[src/rtl/sipo_word_serializer_pkg.sv]
// rtl/sipo_word_serializer_pkg.sv - shared types and width helpers for the serializer
package sipo_pkg;

    typedef enum logic [1:0] {
        IDLE  = 2'd0,
        SHIFT = 2'd1,
        GAP   = 2'd2
    } ser_state_e;

    localparam int DEFAULT_DATA_WIDTH  = 32;
    localparam int DEFAULT_GAP_CYCLES  = 1;
    localparam int DEFAULT_BIT_CNT_W   = $clog2(DEFAULT_DATA_WIDTH);
    localparam int DEFAULT_GAP_CNT_W   = $clog2(DEFAULT_GAP_CYCLES + 1);

    function automatic int bit_cnt_w(input int data_width);
        return $clog2(data_width);
    endfunction

    function automatic int gap_cnt_w(input int gap_cycles);
        return $clog2(gap_cycles + 1);
    endfunction

    function automatic bit params_ok(input int data_width, input int gap_cycles);
        return (data_width >= 2) && (gap_cycles >= 1);
    endfunction

endpackage

[src/rtl/sipo_word_serializer_if.sv]
// rtl/sipo_word_serializer_if.sv - parallel word valid/ready handshake into the serializer
interface sipo_word_serializer_if
    import sipo_pkg::*;
#(
    parameter int DATA_WIDTH = DEFAULT_DATA_WIDTH
);
    logic                  in_valid;
    logic                  in_ready;
    logic [DATA_WIDTH-1:0] in_data;

    modport master (output in_valid, output in_data, input in_ready);
    modport slave  (input in_valid, input in_data, output in_ready);
endinterface

[src/rtl/sipo_word_serializer_hold_buf.sv]
// rtl/sipo_word_serializer_hold_buf.sv - one-entry holding register for the next word
module word_hold_buf
    import sipo_pkg::*;
#(
    parameter int DATA_WIDTH = DEFAULT_DATA_WIDTH
) (
    input  logic                  clk,
    input  logic                  arst_n,
    input  logic                  wr,
    input  logic                  rd,
    input  logic [DATA_WIDTH-1:0] wdata,
    output logic                  full,
    output logic [DATA_WIDTH-1:0] data
);
    logic                  full_q;
    logic [DATA_WIDTH-1:0] data_q;

    // A write wins over a read; the serializer never issues both together.
    always_ff @(posedge clk or negedge arst_n) begin
        if (!arst_n) begin
            full_q <= 1'b0;
            data_q <= '0;
        end else if (wr) begin
            full_q <= 1'b1;
            data_q <= wdata;
        end else if (rd) begin
            full_q <= 1'b0;
        end
    end

    assign full = full_q;
    assign data = data_q;
endmodule

[src/rtl/sipo_word_serializer.sv]
// rtl/sipo_word_serializer.sv - serializes parallel words onto serial_out framed by shift_en
module sipo_word_serializer
    import sipo_pkg::*;
#(
    parameter bit SHIFT_LEFT = 1'b1,
    parameter int DATA_WIDTH = DEFAULT_DATA_WIDTH,
    parameter int GAP_CYCLES = DEFAULT_GAP_CYCLES
) (
    input  logic                    clk,
    input  logic                    arst_n,
    sipo_word_serializer_if.slave   in_if,
    output logic                    serial_out,
    output logic                    shift_en,
    output logic                    word_done,
    output logic                    busy
);
    localparam int BW = bit_cnt_w(DATA_WIDTH);
    localparam int GW = gap_cnt_w(GAP_CYCLES);
    localparam logic [BW-1:0] BIT_LAST = BW'(DATA_WIDTH - 1);
    localparam logic [GW-1:0] GAP_LAST = GW'(GAP_CYCLES - 1);

    generate
        if (!params_ok(DATA_WIDTH, GAP_CYCLES)) begin : g_bad_params
            $error("sipo_word_serializer: DATA_WIDTH must be >= 2 and GAP_CYCLES >= 1");
        end
    endgenerate

    ser_state_e            state_q, state_d;
    logic [BW-1:0]         bit_cnt_q, bit_cnt_d;
    logic [GW-1:0]         gap_cnt_q, gap_cnt_d;
    logic [DATA_WIDTH-1:0] sreg_q, sreg_d;
    logic                  serial_q, serial_d;

    logic                  buf_wr, buf_rd, buf_full;
    logic [DATA_WIDTH-1:0] buf_data, load_word;
    logic                  accept, load, last_bit, last_gap;

    function automatic logic edge_bit(input logic [DATA_WIDTH-1:0] w);
        return SHIFT_LEFT ? w[DATA_WIDTH-1] : w[0];
    endfunction

    function automatic logic [DATA_WIDTH-1:0] shift_once(input logic [DATA_WIDTH-1:0] w);
        return SHIFT_LEFT ? {w[DATA_WIDTH-2:0], 1'b0} : {1'b0, w[DATA_WIDTH-1:1]};
    endfunction

    word_hold_buf #(.DATA_WIDTH(DATA_WIDTH)) u_hold_buf (
        .clk   (clk),
        .arst_n(arst_n),
        .wr    (buf_wr),
        .rd    (buf_rd),
        .wdata (in_if.in_data),
        .full  (buf_full),
        .data  (buf_data)
    );

    assign in_if.in_ready = (state_q == IDLE) | ~buf_full;
    assign accept         = in_if.in_valid & in_if.in_ready;
    assign last_bit       = (bit_cnt_q == BIT_LAST);
    assign last_gap       = (gap_cnt_q == GAP_LAST);

    always_comb begin
        state_d   = state_q;
        bit_cnt_d = bit_cnt_q;
        gap_cnt_d = gap_cnt_q;
        sreg_d    = sreg_q;
        serial_d  = 1'b0;
        buf_wr    = 1'b0;
        buf_rd    = 1'b0;
        load      = 1'b0;
        load_word = in_if.in_data;
        unique case (state_q)
            IDLE: begin
                if (accept) load = 1'b1;
            end
            SHIFT: begin
                if (accept) buf_wr = 1'b1;
                if (last_bit) begin
                    state_d   = GAP;
                    gap_cnt_d = '0;
                end else begin
                    serial_d  = edge_bit(sreg_q);
                    sreg_d    = shift_once(sreg_q);
                    bit_cnt_d = bit_cnt_q + BW'(1);
                end
            end
            GAP: begin
                if (last_gap) begin
                    // The buffered word has priority; in_ready is low then, so no collision.
                    if (buf_full) begin
                        buf_rd    = 1'b1;
                        load      = 1'b1;
                        load_word = buf_data;
                    end else if (accept) begin
                        load = 1'b1;
                    end else begin
                        state_d   = IDLE;
                        gap_cnt_d = '0;
                    end
                end else begin
                    gap_cnt_d = gap_cnt_q + GW'(1);
                    if (accept) buf_wr = 1'b1;
                end
            end
            default: state_d = IDLE;
        endcase
        // The first bit is presented straight from the loaded word, the rest from sreg.
        if (load) begin
            state_d   = SHIFT;
            bit_cnt_d = '0;
            serial_d  = edge_bit(load_word);
            sreg_d    = shift_once(load_word);
        end
    end

    always_ff @(posedge clk or negedge arst_n) begin
        if (!arst_n) begin
            state_q   <= IDLE;
            bit_cnt_q <= '0;
            gap_cnt_q <= '0;
            sreg_q    <= '0;
            serial_q  <= 1'b0;
        end else begin
            state_q   <= state_d;
            bit_cnt_q <= bit_cnt_d;
            gap_cnt_q <= gap_cnt_d;
            sreg_q    <= sreg_d;
            serial_q  <= serial_d;
        end
    end

    assign serial_out = serial_q;
    assign shift_en   = (state_q == SHIFT);
    assign word_done  = (state_q == GAP) && (gap_cnt_q == '0);
    assign busy       = (state_q != IDLE) | buf_full;
endmodule

[src/flat_wrapper.sv]
// flat-port wrapper written by rule: the top's interface ports become plain ports
module sipo_word_serializer_flat import sipo_pkg::*;
#(
    parameter bit SHIFT_LEFT = 1'b1,
    parameter int DATA_WIDTH = DEFAULT_DATA_WIDTH,
    parameter int GAP_CYCLES = DEFAULT_GAP_CYCLES
)
  (clk, arst_n, serial_out, shift_en, word_done, busy, in_if_in_valid, in_if_in_data, in_if_in_ready);
  sipo_word_serializer_if #(.DATA_WIDTH(DATA_WIDTH)) in_if_i ();
  input  logic clk;
  input  logic arst_n;
  output logic serial_out;
  output logic shift_en;
  output logic word_done;
  output logic busy;
  input wire logic [$bits(in_if_i.in_valid)-1:0] in_if_in_valid;
  input wire logic [$bits(in_if_i.in_data)-1:0] in_if_in_data;
  output wire logic [$bits(in_if_i.in_ready)-1:0] in_if_in_ready;
  assign in_if_i.in_valid = in_if_in_valid;
  assign in_if_i.in_data = in_if_in_data;
  assign in_if_in_ready = in_if_i.in_ready;
  sipo_word_serializer #(.SHIFT_LEFT(SHIFT_LEFT), .DATA_WIDTH(DATA_WIDTH), .GAP_CYCLES(GAP_CYCLES)) u_core (.clk(clk), .arst_n(arst_n), .in_if(in_if_i), .serial_out(serial_out), .shift_en(shift_en), .word_done(word_done), .busy(busy));
endmodule
[config.mk]
export PLATFORM = sky130hd
export DESIGN_NAME = sipo_word_serializer_flat
export DESIGN_NICKNAME = d
export VERILOG_FILES = /design/src/rtl/sipo_word_serializer_pkg.sv /design/src/rtl/sipo_word_serializer_if.sv /design/src/rtl/sipo_word_serializer_hold_buf.sv /design/src/rtl/sipo_word_serializer.sv /design/src/flat_wrapper.sv
export SDC_FILE = /design/constraint.sdc
export NUM_CORES = 1
export LEC_CHECK = 0
export ABC_CLOCK_PERIOD_IN_PS = 2900
export CAP_MARGIN = 15
export CORE_MARGIN = 10
export CORE_UTILIZATION = 30
export CTS_CLUSTER_DIAMETER = 200
export DETAILED_ROUTE_END_ITERATION = 10
export GPL_ROUTABILITY_DRIVEN = 0
export GPL_TIMING_DRIVEN = 0
export PLACE_DENSITY = 0.48
export REMOVE_ABC_BUFFERS = 1
export SYNTH_ARGS = -nofsm -noshare
export SYNTH_HDL_FRONTEND = slang
export SYNTH_SLANG_ARGS = --single-unit
export TNS_END_PERCENT = 30
[constraint.sdc]
create_clock -name clk -period 2.9 [get_ports clk]
set_input_delay 0.435 -clock clk [delete_from_list [all_inputs] [get_ports clk]]
set_output_delay 0.435 -clock clk [all_outputs]
set_load 0.02 [all_outputs]
==> reports/results.txt, run 1 <==
Main combinational cell family by area after synthesis: compound AO/OA/AOI/OAI gates
Clk_skew: 6.39 ps
Hold-critical path depth: 1
Worst Reg-to-Reg Cells: 8
Placement Setup Slack: -417 ps
Per-cell routed wire length: 19.1 um
CTS tree: built
Multi-input logic area: 1810 sq um
Register area: 1800 sq um
Clock slew at reported path FFs: 60 ps
Clock tree buffer depth: 2
Leakage: 1.90 nW
Clock buffer count from CTS: 9
Root buf cell: clkbuf_16
Syn_area_per_cell: 10.9 sq um
Startpoint types: flop
Area added between synthesis and finish: 24.2%
Critical path fanouts, max: 39
Register area share after synthesis: 0.472
First-pass GRT wire length: 17.5 mm
Die area: 17,700 sq um
Cell area power density: 1090 nW/um^2
Crit. End Element: flop
Min Tclk post-route: 2650 ps
Outcome: finished, final reports clean
Top FF cell, synth: dfrtp_1
DP Area: 4380 sq um
Dpl hpwl: 6.12 mm
Post-route cell area: 4740 sq um
Synth Area in XOR/XNOR: 0.00229
Non-Filler Instances: 543
Final Hold Viols: 0
Netlist Area Pre-Place: 3820 sq um
Final worst setup slack: 248 ps
Total number of vias: 3,036
Hold crit path type: flop to flop
Total gr overflow: 0
Placed Cells: 523
Max Clk Rate: 377 MHz
DR DRC count: 0
1st-pass router iterations: 4
Main area contributors after synthesis: dfrtp_1 47%, mux2_1 9.4%, a2111oi_0 6.9%
Clock Latency Late Sink: 330 ps
Critical R2R Capture: u_core.sreg_q[2]$_DFFE_PN0P_
Core box area: 12,600 sq um
Area share of the largest cell type after synthesis: 0.472
Final setup vio count: 0
IO buf count: 39
Synthesis-stage register bit count: 72
Synthesis warning total: 0
Yosys top cell by area: dfrtp_1
Total Wirelength: 10.4 mm
Max Cap Viol: 0
Initial antenna violation count: 0
Req. time, crit path: 3100 ps
Met2 Wirelength: 4.86 mm
Post-synth EDFFs: 0
Most common cell in the netlist: dfrtp_1
RSZ-0062 raised after global routing: false
Commonest cells post-synth: 72 x dfrtp_1, 32 x mux2_1, 31 x and3_1
DRT antenna net count: 0
Crit Path Class: flop to flop
Htree depth: 3
Reg2reg setup slack: 250 ps
Tcrit/Tclk final: 0.914
Worst Hold Launch: u_core.u_hold_buf.data[14]$_DFFE_PN0P_
Largest net degree at the start of global routing: 54
Slew HR: 0.391
Fraction of layout instances using a drive strength above 1: 0.0889
Routed wl met3: 376 um
Slew Limit Fails: 0
Via-to-Cell Ratio: 5.59
DR top layer: met4
Synth Area in Compound Gates: 0.220
Wl on met1: 4.96 mm
Max VDD drop: 0.000315 V
Row Count: 41
Number of global-route vias before repair: 3,149
Die width: 133 um
Final net count: 406
Mux share of post-synthesis cell area: 0.105
Synth Area in Simple Gates: 0.121
Adder-Cell Fraction of Synth Area: 0.0164
Num ports: 40
Ant. Diodes: 0
Filler cells: 1,270
Cell variety after synth: 35
CP arrival: 2850 ps
Hold EP: u_core.u_hold_buf.data[14]$_DFFE_PN0P_
CTS Sinks: 72
Drt first-iter violations: 202
Initial Utilization: 0.304
Post-Synthesis Cells: 349
Die Y-Extent: 133 um
Worst R2R Start: u_core.state_q[0]$_DFFE_PN0P_
Global-route usage over all layers: 0.120
Slew @ Worst Pin: 913 ps
Synth async-reset ratio: 1.00
worst max path at each step:
stage / start / cells after the start / slack (ps) / to
after detailed placement: u_core.state_q[0]$_DFFE_PN0P_ / 8 / -420 / u_core.sreg_q[14]$_DFFE_PN0P_
after CTS: u_core.u_hold_buf.full$_DFFE_PN0P_ / 3 / 6 / u_core.sreg_q[4]$_DFFE_PN0P_
after global placement: u_core.state_q[0]$_DFFE_PN0P_ / 5 / -2010 / u_core.sreg_q[2]$_DFFE_PN0P_
final: u_core.state_q[0]$_DFFE_PN0P_ / 8 / 250 / u_core.sreg_q[2]$_DFFE_PN0P_
after floorplan: u_core.state_q[0]$_DFFE_PN0P_ / 5 / -300 / u_core.sreg_q[10]$_DFFE_PN0P_
after global routing: u_core.state_q[0]$_DFFE_PN0P_ / 8 / 60 / u_core.sreg_q[16]$_DFFE_PN0P_
worst max-delay path, cell delays in order, from the launching register on:
cell     delay, ps
dfrtp_1        400
inv_1           80
ha_2           330
buf_16         220
nor2_4         460
buf_12         280
o31a_2         410
buf_8          210
o31ai_1         90
logic make-up after synthesis:
logic type | count (synthesis)
and+or+nand+nor | 82
xor gates and xnor gates | 1
DFF | 72
muxes | 36
adders and majority gates | 5
AOI/OAI and AO/OA | 105
buffers and inverters | 48
cell usage in the layout, fill, tap and decap left out, types with 3 or more instances in the layout:
| master | n |
|---|---|
| dfrtp_1 | 72 |
| clkdlybuf4s50_1 | 38 |
| mux2_1 | 32 |
| and3_1 | 31 |
| nor3_1 | 30 |
| a2111oi_0 | 30 |
| o31ai_1 | 30 |
| o311ai_0 | 22 |
| clkbuf_16 | 9 |
| o311ai_1 | 8 |
| nand2_1 | 5 |
| buf_16 | 5 |
| inv_1 | 4 |
| mux2i_1 | 4 |
| ha_1 | 4 |
| nand2b_1 | 3 |
| o21ai_0 | 3 |
| a21oi_1 | 3 |
layout make-up:
type | instances | share of cell area
multi-input cells | 230 | 0.381
flip-flops and latches | 72 | 0.380
repair buffers | 49 | 0.128
clock buffers | 13 | 0.0549
well taps | 172 | 0.0454
clock inverters | 3 | 0.00844
inverters | 4 | 0.00316
sequential cells by signal, summed over array words and instances (netlist names):
signal and cells:
u_core.u_hold_buf.data 32, u_core.state_q 2, u_core.serial_out 1, u_core.u_hold_buf.full 1
u_core.bit_cnt_q 5, u_core.sreg_q 31
stage by stage:
stage | util | hold slack [ps] | power (mW) | setup TNS (ps)
final | 0.378 | 476 | 5.17 | 0
after global routing | 0.378 | 498 | 5.58 | 0
after CTS | 0.374 | 482 | 5.17 | 0
after detailed placement | 0.348 | 354 | 4.00 | -9940
after global placement | 0.334 | 459 | 3.76 | -172530
after floorplan | - | 139 | 3.12 | -8880
power breakdown:
group	switching, mW	internal, mW
Sequential	0.252	1.51
Clock	0.417	0.711
Combinational	1.29	0.990
per-layer routing:
metal / global-route usage / vias up
met1: 0.163 / 1527
met2: 0.184 / 71
li1: - / 1428
met3: 0.0178 / 10
met5: 0 / -
met4: 0.0489 / 0
timing repair:
action	in CTS	in global routing
hold endpoints to repair	10	0
hold buffers	1	0
gates resized for setup	4	0
setup endpoints to repair	32	0
setup buffers	0	0
No activity file was read; power rests on OpenSTA's default activity.
==> inputs of run 2 (changes only) <==
CORE_UTILIZATION = 55   (was 30)
PLACE_DENSITY = 0.78   (was 0.48)
==> reports/results.txt, run 2 (synthesized netlist as in run 1, its figures left out) <==
Tcrit/Tclk final: 0.923
Routed wl met3: 484 um
Clock Latency Late Sink: 350 ps
Hold WS: 479 ps
Clk_skew: 3.63 ps
Cell area power density: 1040 nW/um^2
Ant. Diodes: 0
RSZ-0062 raised after global routing: false
Req. time, crit path: 3100 ps
DRT antenna net count: 0
Min Tclk post-route: 2680 ps
Final setup vio count: 0
Crit. End Element: flop
Wl on met1: 3.94 mm
Met2 Wirelength: 4.41 mm
Die area: 10,700 sq um
DP Area: 4190 sq um
Largest net degree at the start of global routing: 53
DR top layer: met4
CTS tree: built
CTS Sinks: 72
Max Clk Rate: 373 MHz
Slew @ Worst Pin: 1140 ps
Per-cell routed wire length: 20.2 um
DR DRC count: 0
Die Y-Extent: 103 um
CP peak stage delay: 650 ps
Clock slew at reported path FFs: 70 ps
Max Cap Viol: 0
Final core occ: 0.649
First-pass GRT wire length: 14.9 mm
Crit path cell chain: inv_1 > ha_4 > a21oi_4 > buf_12 > o31a_2 > o31ai_1
Final Hold Viols: 0
Leakage: 1.78 nW
Post-route cell area: 4390 sq um
IO buf count: 39
Die width: 103 um
Initial Utilization: 0.566
Num ports: 40
Total Power: 4.56 mW
Crit Path Class: flop to flop
Via-to-Cell Ratio: 6.95
Startpoint types: flop
Total Wirelength: 8.98 mm
Outcome: finished, final reports clean
Root buf cell: clkbuf_8
WP buf/inv: 2
Final worst setup slack: 223 ps
Htree depth: 3
Clock tree buffer depth: 2
Dpl hpwl: 5.39 mm
Total gr overflow: 0
1st-pass router iterations: 5
Row Count: 30
Slew Limit Fails: 0
CP arrival: 2880 ps
Critical path fanouts, max: 38
Fraction of layout instances using a drive strength above 1: 0.0687
Global-route usage over all layers: 0.174
Placement Setup Slack: -715 ps
Hold crit path type: flop to flop
Initial antenna violation count: 0
Drt first-iter violations: 236
Largest register FFs: 32
Kind of cell adding the most delay to the critical path: compound AO/OA/AOI/OAI gates
Max VDD drop: 0.000474 V
Commonest non-fill, non-tap cells in the layout: 71 x dfrtp_1, 38 x clkdlybuf4s50_1, 32 x mux2_1
Number of global-route vias before repair: 3,108
CP max stage cell: a21oi_4
Total number of vias: 3,086
Area added between synthesis and finish: 14.8%
Core box area: 6760 sq um
Final net count: 400
Slew HR: 0.239
Commonest non-fill, non-tap cell in the layout: dfrtp_1
Clock buffer count from CTS: 9
[run 2: cell count changes in the layout (fill, tap and decap cells not counted), moves of 2 or more]
cell,previous run,this run
clkinv_2,2,0
clkbuf_1,2,4
clkbuf_16,9,0
clkbuf_8,2,11
buf_16,5,2
buf_8,2,0
[run 2: layout make-up]
| cell class | count | area [sq um] |
|---|---|---|
| fill | 536 | 2370 |
| multi-input combinational | 229 | 1810 |
| sequential | 72 | 1800 |
| timing repair buffer | 44 | 493 |
| clock buffer | 15 | 166 |
| tap | 80 | 100 |
| inverter | 4 | 15.0 |
[run 2: per-layer routing]
metal  GRT usage  vias up
met5           0        -
met2       0.288      112
met4      0.0781        0
met1       0.219     1544
li1            -     1414
met3      0.0286       16
[run 2: metrics by stage]
step | setup TNS, ps | cells
2_1_floorplan | -8880 | 305
3_3_place_gp | -136110 | 424
3_5_place_dp | -19440 | 428
4_1_cts | 0 | 444
5_1_grt | 0 | 444
6_report | 0 | 444
[run 2: path summary, 6_finish.rpt]
kind                                                             start                                     end  slack [ps]  depth (start not counted)
worst max-delay path                     u_core.state_q[0]$_DFFE_PN0P_           u_core.sreg_q[13]$_DFFE_PN0P_         220                          6
worst min-delay path            u_core.u_hold_buf.data[17]$_DFFE_PN0P_  u_core.u_hold_buf.data[17]$_DFFE_PN0P_         480                          1
worst max register to register           u_core.state_q[0]$_DFFE_PN0P_           u_core.sreg_q[13]$_DFFE_PN0P_         220                          6
worst min register to register  u_core.u_hold_buf.data[17]$_DFFE_PN0P_  u_core.u_hold_buf.data[17]$_DFFE_PN0P_         480                          1
max in group asynchronous                                       arst_n      u_core.u_hold_buf.full$_DFFE_PN0P_        1810                          3
min in group asynchronous                                       arst_n  u_core.u_hold_buf.data[25]$_DFFE_PN0P_         520                          2
[run 2: worst reg2reg max path, cell delays in order (launching register included)]
cell and delay (ps):
dfrtp_1 400, inv_1 110, ha_4 300, a21oi_4 650, buf_12 280, o31a_2 590, o31ai_1 200
[run 2: power breakdown]
| group | internal [mW] | switching, mW |
|---|---|---|
| Clock | 0.355 | 0.346 |
| Sequential | 1.51 | 0.304 |
| Combinational | 0.868 | 1.18 |
[run 2: repair_timing]
item / in CTS / in global routing
hold buffers: 1 / 0
hold endpoints to repair: 20 / 0
resized for setup: 4 / 3
endpoints found under the setup margin: 40 / 30
buffers inserted: 0 / 0
